$ cat src/rtl/newsstand_pkg.sv
// Shared types for the newspaper vending path: coin codes, acceptor FSM states
// and default pulse-width thresholds used by the coin acceptor.
package newsstand_pkg;

    typedef enum logic [1:0] {
        NOCOIN = 2'b00,
        NICKEL = 2'b01,
        DIME   = 2'b10
    } coin_t;

    typedef enum logic [1:0] {
        IDLE    = 2'b00,
        MEASURE = 2'b01,
        JAM     = 2'b10
    } acceptor_state_t;

    localparam int DEF_SYNC_STAGES = 2;
    localparam int DEF_NICKEL_MIN  = 4;
    localparam int DEF_NICKEL_MAX  = 7;
    localparam int DEF_DIME_MIN    = 10;
    localparam int DEF_DIME_MAX    = 15;
    localparam int DEF_JAM_LIMIT   = 32;

    // Maps a measured high-time to a coin; NOCOIN means the pulse is unrecognised.
    function automatic coin_t classify_width(input int w, input int nmin, input int nmax,
                                             input int dmin, input int dmax);
        coin_t c;
        c = NOCOIN;
        if (w >= nmin && w <= nmax) begin
            c = NICKEL;
        end else if (w >= dmin && w <= dmax) begin
            c = DIME;
        end
        return c;
    endfunction

endpackage

$ cat src/rtl/sync_bit.sv
// Multi-flop synchronizer for a single asynchronous sensor bit.
module sync_bit #(
    parameter int STAGES = 2
) (
    input  logic clk_i,
    input  logic rst_i,
    input  logic d_i,
    output logic q_o
);

    logic [STAGES-1:0] sync_q;

    always_ff @(posedge clk_i or posedge rst_i) begin
        if (rst_i) begin
            sync_q <= '0;
        end else begin
            sync_q <= {sync_q[STAGES-2:0], d_i};
        end
    end

    assign q_o = sync_q[STAGES-1];

endmodule

$ cat src/rtl/coin_acceptor.sv
// Coin chute front end: measures synchronized sensor pulses, classifies them as
// nickel/dime/invalid, buffers one coin while vending, and flags jams.
module coin_acceptor
    import newsstand_pkg::*;
#(
    parameter int SYNC_STAGES = DEF_SYNC_STAGES,
    parameter int NICKEL_MIN  = DEF_NICKEL_MIN,
    parameter int NICKEL_MAX  = DEF_NICKEL_MAX,
    parameter int DIME_MIN    = DEF_DIME_MIN,
    parameter int DIME_MAX    = DEF_DIME_MAX,
    parameter int JAM_LIMIT   = DEF_JAM_LIMIT
) (
    input  logic       clk_i,
    input  logic       rst_i,
    input  logic       coin_sense_i,
    input  logic       vend_busy_i,
    output logic [1:0] coin_o,
    output logic       reject_o,
    output logic       jam_o
);

    localparam int CW = $clog2(JAM_LIMIT + 1);
    localparam logic [CW-1:0] CNT_ONE  = CW'(1);
    localparam logic [CW-1:0] CNT_LAST = CW'(JAM_LIMIT - 1);

    if (SYNC_STAGES < 2) begin : g_bad_sync
        $error("coin_acceptor: SYNC_STAGES must be at least 2");
    end
    if (!(NICKEL_MIN <= NICKEL_MAX && NICKEL_MAX < DIME_MIN &&
          DIME_MIN <= DIME_MAX && DIME_MAX < JAM_LIMIT)) begin : g_bad_widths
        $error("coin_acceptor: pulse-width thresholds are not ordered");
    end

    logic s;

    sync_bit #(
        .STAGES(SYNC_STAGES)
    ) u_sync (
        .clk_i(clk_i),
        .rst_i(rst_i),
        .d_i  (coin_sense_i),
        .q_o  (s)
    );

    acceptor_state_t state_q, state_d;
    logic [CW-1:0]   cnt_q, cnt_d;
    coin_t           slot_q, slot_d;
    coin_t           coin_q, coin_d;
    logic            reject_q, reject_d;
    logic            jam_q, jam_d;
    logic            cls_done;
    coin_t           cls;

    always_ff @(posedge clk_i or posedge rst_i) begin
        if (rst_i) begin
            state_q  <= IDLE;
            cnt_q    <= '0;
            slot_q   <= NOCOIN;
            coin_q   <= NOCOIN;
            reject_q <= 1'b0;
            jam_q    <= 1'b0;
        end else begin
            state_q  <= state_d;
            cnt_q    <= cnt_d;
            slot_q   <= slot_d;
            coin_q   <= coin_d;
            reject_q <= reject_d;
            jam_q    <= jam_d;
        end
    end

    always_comb begin
        state_d  = state_q;
        cnt_d    = cnt_q;
        slot_d   = slot_q;
        coin_d   = NOCOIN;
        reject_d = 1'b0;
        cls_done = 1'b0;
        cls      = NOCOIN;

        // A held coin leaves as soon as the vending stage is idle.
        if (slot_q != NOCOIN && !vend_busy_i) begin
            coin_d = slot_q;
            slot_d = NOCOIN;
        end

        case (state_q)
            IDLE: begin
                if (s) begin
                    state_d = MEASURE;
                    cnt_d   = CNT_ONE;
                end
            end
            MEASURE: begin
                if (s) begin
                    cnt_d = cnt_q + CNT_ONE;
                    if (cnt_q == CNT_LAST) begin
                        state_d = JAM;
                    end
                end else begin
                    state_d  = IDLE;
                    cls_done = 1'b1;
                end
            end
            JAM: begin
                if (!s) begin
                    state_d  = IDLE;
                    reject_d = 1'b1;
                end
            end
            default: state_d = IDLE;
        endcase

        // Overflow is judged against the slot as it stood before this edge.
        if (cls_done) begin
            cls = classify_width(int'(cnt_q), NICKEL_MIN, NICKEL_MAX, DIME_MIN, DIME_MAX);
            if (cls == NOCOIN || slot_q != NOCOIN) begin
                reject_d = 1'b1;
            end else if (vend_busy_i) begin
                slot_d = cls;
            end else begin
                coin_d = cls;
            end
        end

        jam_d = (state_d == JAM);
    end

    assign coin_o   = coin_q;
    assign reject_o = reject_q;
    assign jam_o    = jam_q;

endmodule

$ cat config.mk
export PLATFORM = sky130hd
export DESIGN_NAME = coin_acceptor
export DESIGN_NICKNAME = d
export VERILOG_FILES = /design/src/rtl/newsstand_pkg.sv /design/src/rtl/sync_bit.sv /design/src/rtl/coin_acceptor.sv
export SDC_FILE = /design/constraint.sdc
export NUM_CORES = 1
export LEC_CHECK = 0
export BUFFER_PORTS_ARGS = -buffer_cell sky130_fd_sc_hd__buf_2
export CORE_UTILIZATION = 40
export DETAILED_ROUTE_END_ITERATION = 12
export HOLD_SLACK_MARGIN = 0.12
export PLACE_DENSITY = 0.67
export SLEW_MARGIN = 20
export SYNTH_ARGS = -nofsm -noshare
export SYNTH_HDL_FRONTEND = slang
export SYNTH_SLANG_ARGS = --single-unit
$ cat constraint.sdc
create_clock -name clk_i -period 4.5 [get_ports clk_i]
set_input_delay 0.45 -clock clk_i [delete_from_list [all_inputs] [get_ports clk_i]]
set_output_delay 0.45 -clock clk_i [all_outputs]
set_load 0.03 [all_outputs]
# == After elaboration in Yosys (flattened, before gate mapping) ==
# Cells that the tools add are included.
# totals
register_bits,16
in_bits,4
out_inout_bits,4
word_cells,52
# classes
n_addsub,1
order_cmp,4
n_eq_ne,6
mux,24
reduce_logical,10
# ops
operator,n
$mux 2,15
$mux 6,2
$pmux 6 s2,1
$add 6x1->6 const B,1
$eq 6x5->1 const B,1
$ge 6x3->1 const B,1
$ge 6x4->1 const B,1
$le 6x3->1 const B,1
$le 6x4->1 const B,1
$pmux 2 s3,1
$mux 1,5
$eq 2x2->1 const B,2
$logic_not 2->1,2
$ne 2x1->1 const B,2
$reduce_bool 2->1,2
$logic_and 1x1->1,3
$reduce_and 3->1,1
$eq 2x1->1 const B,1
$logic_not 1->1,1
$logic_or 1x1->1,1

# == Depth between registers and ports, before layout ==
# depth
word_depth,9
depth_mapped,4
depth_no_buf,4

# == Hierarchy ==
# From an unflattened synthesis, not the netlist that was laid out.
# unflattened
hier_cells,72
hier_area_um2,724.4
# by_module_without_submodules
mod,n_inst,cells_per_inst,area_each_um2,seq_area_each_um2
coin_acceptor,1,69,670.6,350.3
sync_bit,1,3,53.8,50.0

# == Worst setup path before layout ==
# Ideal clock, no wire load.
# synth_path
path_type,register -> register
startpoint,register cnt_q[4]
endpoint,register slot_q[1]
setup_ps,69
arrival_time_ps,1340
required_ps,4431
path_slack_ps,3092
stages_incl_launch_ff,4
n_path_buf,0
synth_period_minus_slack_ps,1408
path_cell_list,dfrtp_1 -> or4_4 -> o31a_1 -> nor2b_2
# synth_via
elab_chain_cells,9
elab_cells_between_ends,14
cone_classes,order compare (4); mux (6); reduce/logical (4)
# synth_rtl
element,line_no,source
from (decl),coin_acceptor.sv:46,"logic [CW-1:0] cnt_q, cnt_d;"
from (signal assigned),coin_acceptor.sv:64,cnt_q <= cnt_d;
$ge 6x4->1 / $le 6x4->1 (equally long branches),newsstand_pkg.sv:31,end else if (w >= dmin && w <= dmax) begin
$logic_and 1x1->1,newsstand_pkg.sv:31,
$mux 2,newsstand_pkg.sv:31,
$mux 2 *,newsstand_pkg.sv:29,if (w >= nmin && w <= nmax) begin
$mux 2 *,coin_acceptor.sv:115,if (cls_done) begin
$logic_not 2->1,coin_acceptor.sv:117,if (cls == NOCOIN || slot_q != NOCOIN) begin
$logic_or 1x1->1,coin_acceptor.sv:117,
$mux 2 *,coin_acceptor.sv:117,
$mux 2 *,coin_acceptor.sv:115,
via slot_d[1],coin_acceptor.sv:47,"coin_t slot_q, slot_d;"
to (signal assigned),coin_acceptor.sv:65,slot_q <= slot_d;
to (decl),coin_acceptor.sv:47,
# Mark *: on every way through the listed nets, which the timed path passes. The rest lies on a longest branch. The select of a mux whose other input is x is not followed.
# A chain may end at the register's enable or synchronous reset.

# == Final worst setup path ==
# layout_path
startpoint,register state_q[1]
endpoint,register cnt_q[5]
# layout_via
elab_chain_cells,3
elab_cells_between_ends,7
cone_classes,eq/ne (3); mux (1); reduce/logical (3)
# layout_rtl
element,line_no,source
from (decl),coin_acceptor.sv:45,"acceptor_state_t state_q, state_d;"
from (signal assigned),coin_acceptor.sv:63,state_q <= state_d;
$eq 2x1->1 / $logic_not 2->1 (equally long branches),coin_acceptor.sv:87,case (state_q)
$ne 2x1->1 (no line) / $reduce_bool 2->1 (equally long branches),--,
$reduce_and 3->1 (no line),--,
# Several ways; a longest one is shown, not always the timed one.

==> qor.csv <==
metric;value;unit
antenna violations before repair;0;
routed wire length;1260;um
crit end category;flip-flop;
CP startpoint;state_q[1];
skew final;7.90;ps
routed via count;533;
first-pass GRT wire length;2050;um
Final Max Slew Viols;0;
clock transition at the registers of the reported paths;100;ps
Critical Path RT;4710;ps
CTS sink count;16;
RSZ-0062 raised after global routing;false;
area share of and/or/nand/nor cells after synthesis;23.2;%
area grow syn2layout;12.7;%
area share of fa/ha/maj cells after synthesis;3.39;%
Core Area;1730;sq um
CP Cell Sequence;nand2b_1, or4_1, a21boi_0;
worst min path class;input port to asynchronous set/reset pin;
most frequent cells in the layout;dfrtp_1, inv_1, buf_2;
final period utilization;34.5;%
Fmax;644;MHz
placement row count;15;
number of hold buffers added after CTS;0;
number of global-route vias before repair;492;
Compound-Gate Fraction of Synth Area;13.2;%
CTS tree;done;
crit path DAT;1770;ps
Chip Width;45.0;um
Max Cap Viol;0;
Leakage;0.377;nW
grt ovf;0;
die height;45.0;um
input/output buffers;7;
Syn Nets;78;
worst IR drop on VDD;0.223;mV
later-pin clock latency in the skew report;290;ps
ys flop type;dfrtp_1;
peak fanout along the critical path;11;
total chip power;0.301;mW
reg2reg end;cnt_q[5];
CP Capture Point;cnt_q[5];
flops & latches, synth;16;
Worst-Margin Slew;580;ps
antenna viol nets, final;0;
final setup fails;0;
synthesized area;738;sq um
# diodes;0;
Power Dens Cells;362;nW/um^2
multiplexer share of the synthesized area;0;%
Syn. warnings;0;
largest family of logic cells by synthesized area;simple AND/OR/NAND/NOR gates;
Async S/R FF share, synth;100;%
EDFF count, synth;0;
violation count after the first detailed-route iteration;5;
DRT Pass-1 Iters;4;
Ports;8;
final hold violations;0;
layout cell share with drive strength beyond 1;18.5;%
Routed wire per std cell;11.9;um
All-Layer GR Usage;14.7;%
Buf+Inv Stages, Crit Path;0;
most common library cell in the layout ignoring fill and taps;dfrtp_1;
DP HPWL;891;um
post-synthesis sequential area ratio;54.2;%
Crit-path slowest cell;or4_1;
reg2reg path depth;3;
Mean Syn Cell Area;10.3;sq um
PostCTS Resize Cnt;0;
die area;2020;sq um
# nets final;88;
status;finished, final reports clean;
vias per std cell;5.03;
fin crit period;1550;ps
flop2flop setup slack;2950;ps
GPL Wtd Cong;0.780;
max_slew headroom;61.3;%
Setup TNS;0;ps
FF-to-FF Start;state_q[1];
Setup CP Type;flip-flop to flip-flop;
Syn Inst Count;72;
Bufs on Longest Clock Path;2;
Post-Synth XOR/XNOR Area;1.19;%
CTS buffer count;3;
H-tree levels;1;
final std cells w/o fill;106;
Cells after DPL;102;
crit-path leading delay family;simple AND/OR/NAND/NOR gates;
clock root buffer;clkbuf_4;
largest net degree at the start of global routing;17;
Initial Util;42.8;%
critical path depth;3;
Setup Buffers After CTS;0;
Unique masters post-synth;31;
Critical Path Max Stage Delay;550;ps
DRC Markers;0;
Critical Path Start Type;flip-flop;
-- final cells by class --
class                      instances  area, sq um
inverter                           7         26.3
clock buffer                       4         36.3
tap                               25         31.3
sequential                        16          400
fill                             168          895
multi-input combinational         47          303
timing repair buffer               7         35.0
-- worst reg2reg max path, delay by kind of cell (launching register included) --
kind               cells  cell delay (ps)
DFF                    1              450
and+or+nand+nor        2              860
AOI/OAI and AO/OA      1              170
-- worst min path at each step --
| stage | start | endpoint | slack (ps) | cells after the start |
|---|---|---|---|---|
| floorplan | u_sync.sync_q[0] | u_sync.sync_q[1] | 330 | 0 |
| global placement | u_sync.sync_q[0] | u_sync.sync_q[1] | 330 | 0 |
| detailed placement | u_sync.sync_q[0] | u_sync.sync_q[1] | 330 | 0 |
| CTS | rst_i | slot_q[1] | 220 | 2 |
| global route | coin_sense_i | u_sync.sync_q[0] | 230 | 1 |
| finish | rst_i | slot_q[1] | 190 | 2 |
-- logic make-up after synthesis --
| family | count (synthesis) |
|---|---|
| AOI/OAI and AO/OA | 16 |
| DFF | 16 |
| xor gates and xnor gates | 1 |
| buffers and inverters | 9 |
| adders and majority gates | 2 |
| and+or+nand+nor | 28 |
-- power by group --
part           internal [mW]  switching, mW
combinational         0.0159         0.0215
sequential             0.154         0.0140
clock                 0.0494         0.0464
-- cell usage after synthesis, drive strengths merged (2+ instances only) --
master / n / area [sq um]
dfrtp: 16 / 400
inv: 7 / 26.3
a21oi: 5 / 25.0
nand2: 5 / 18.8
nor2: 4 / 15.0
o21ai: 4 / 20.0
nor2b: 3 / 21.3
a21boi: 2 / 15.0
ha: 2 / 25.0
nand3: 2 / 10.0
nor3: 2 / 10.0
o21a: 2 / 15.0
or3: 2 / 13.8
or4: 2 / 18.8
-- stage by stage --
stage	util [%]	setup WS [ps]	area, sq um	hold WS (ps)
floorplan	-	3090	738	331
global placement	46.1	3020	796	333
detailed placement	46.1	2990	796	335
CTS	48.2	2960	832	224
global route	48.2	2840	832	233
finish	48.2	2950	832	194
-- routing by layer --
metal	up-vias	track usage, %	share of wire [%]
li1	264	-	-
met1	251	16.6	46
met2	16	24.1	47
met3	2	7.20	6.0
met4	0	5.45	0.79
met5	-	0	0
-- state kept, by name, indices dropped and copies added, names as in the netlist --
name / cells
cnt_q: 6
u_sync.sync_q: 2
slot_q: 2
jam_o: 1
reject_o: 1
state_q: 2
coin_o: 2
Note: power is estimated with default switching activity, not from simulation.
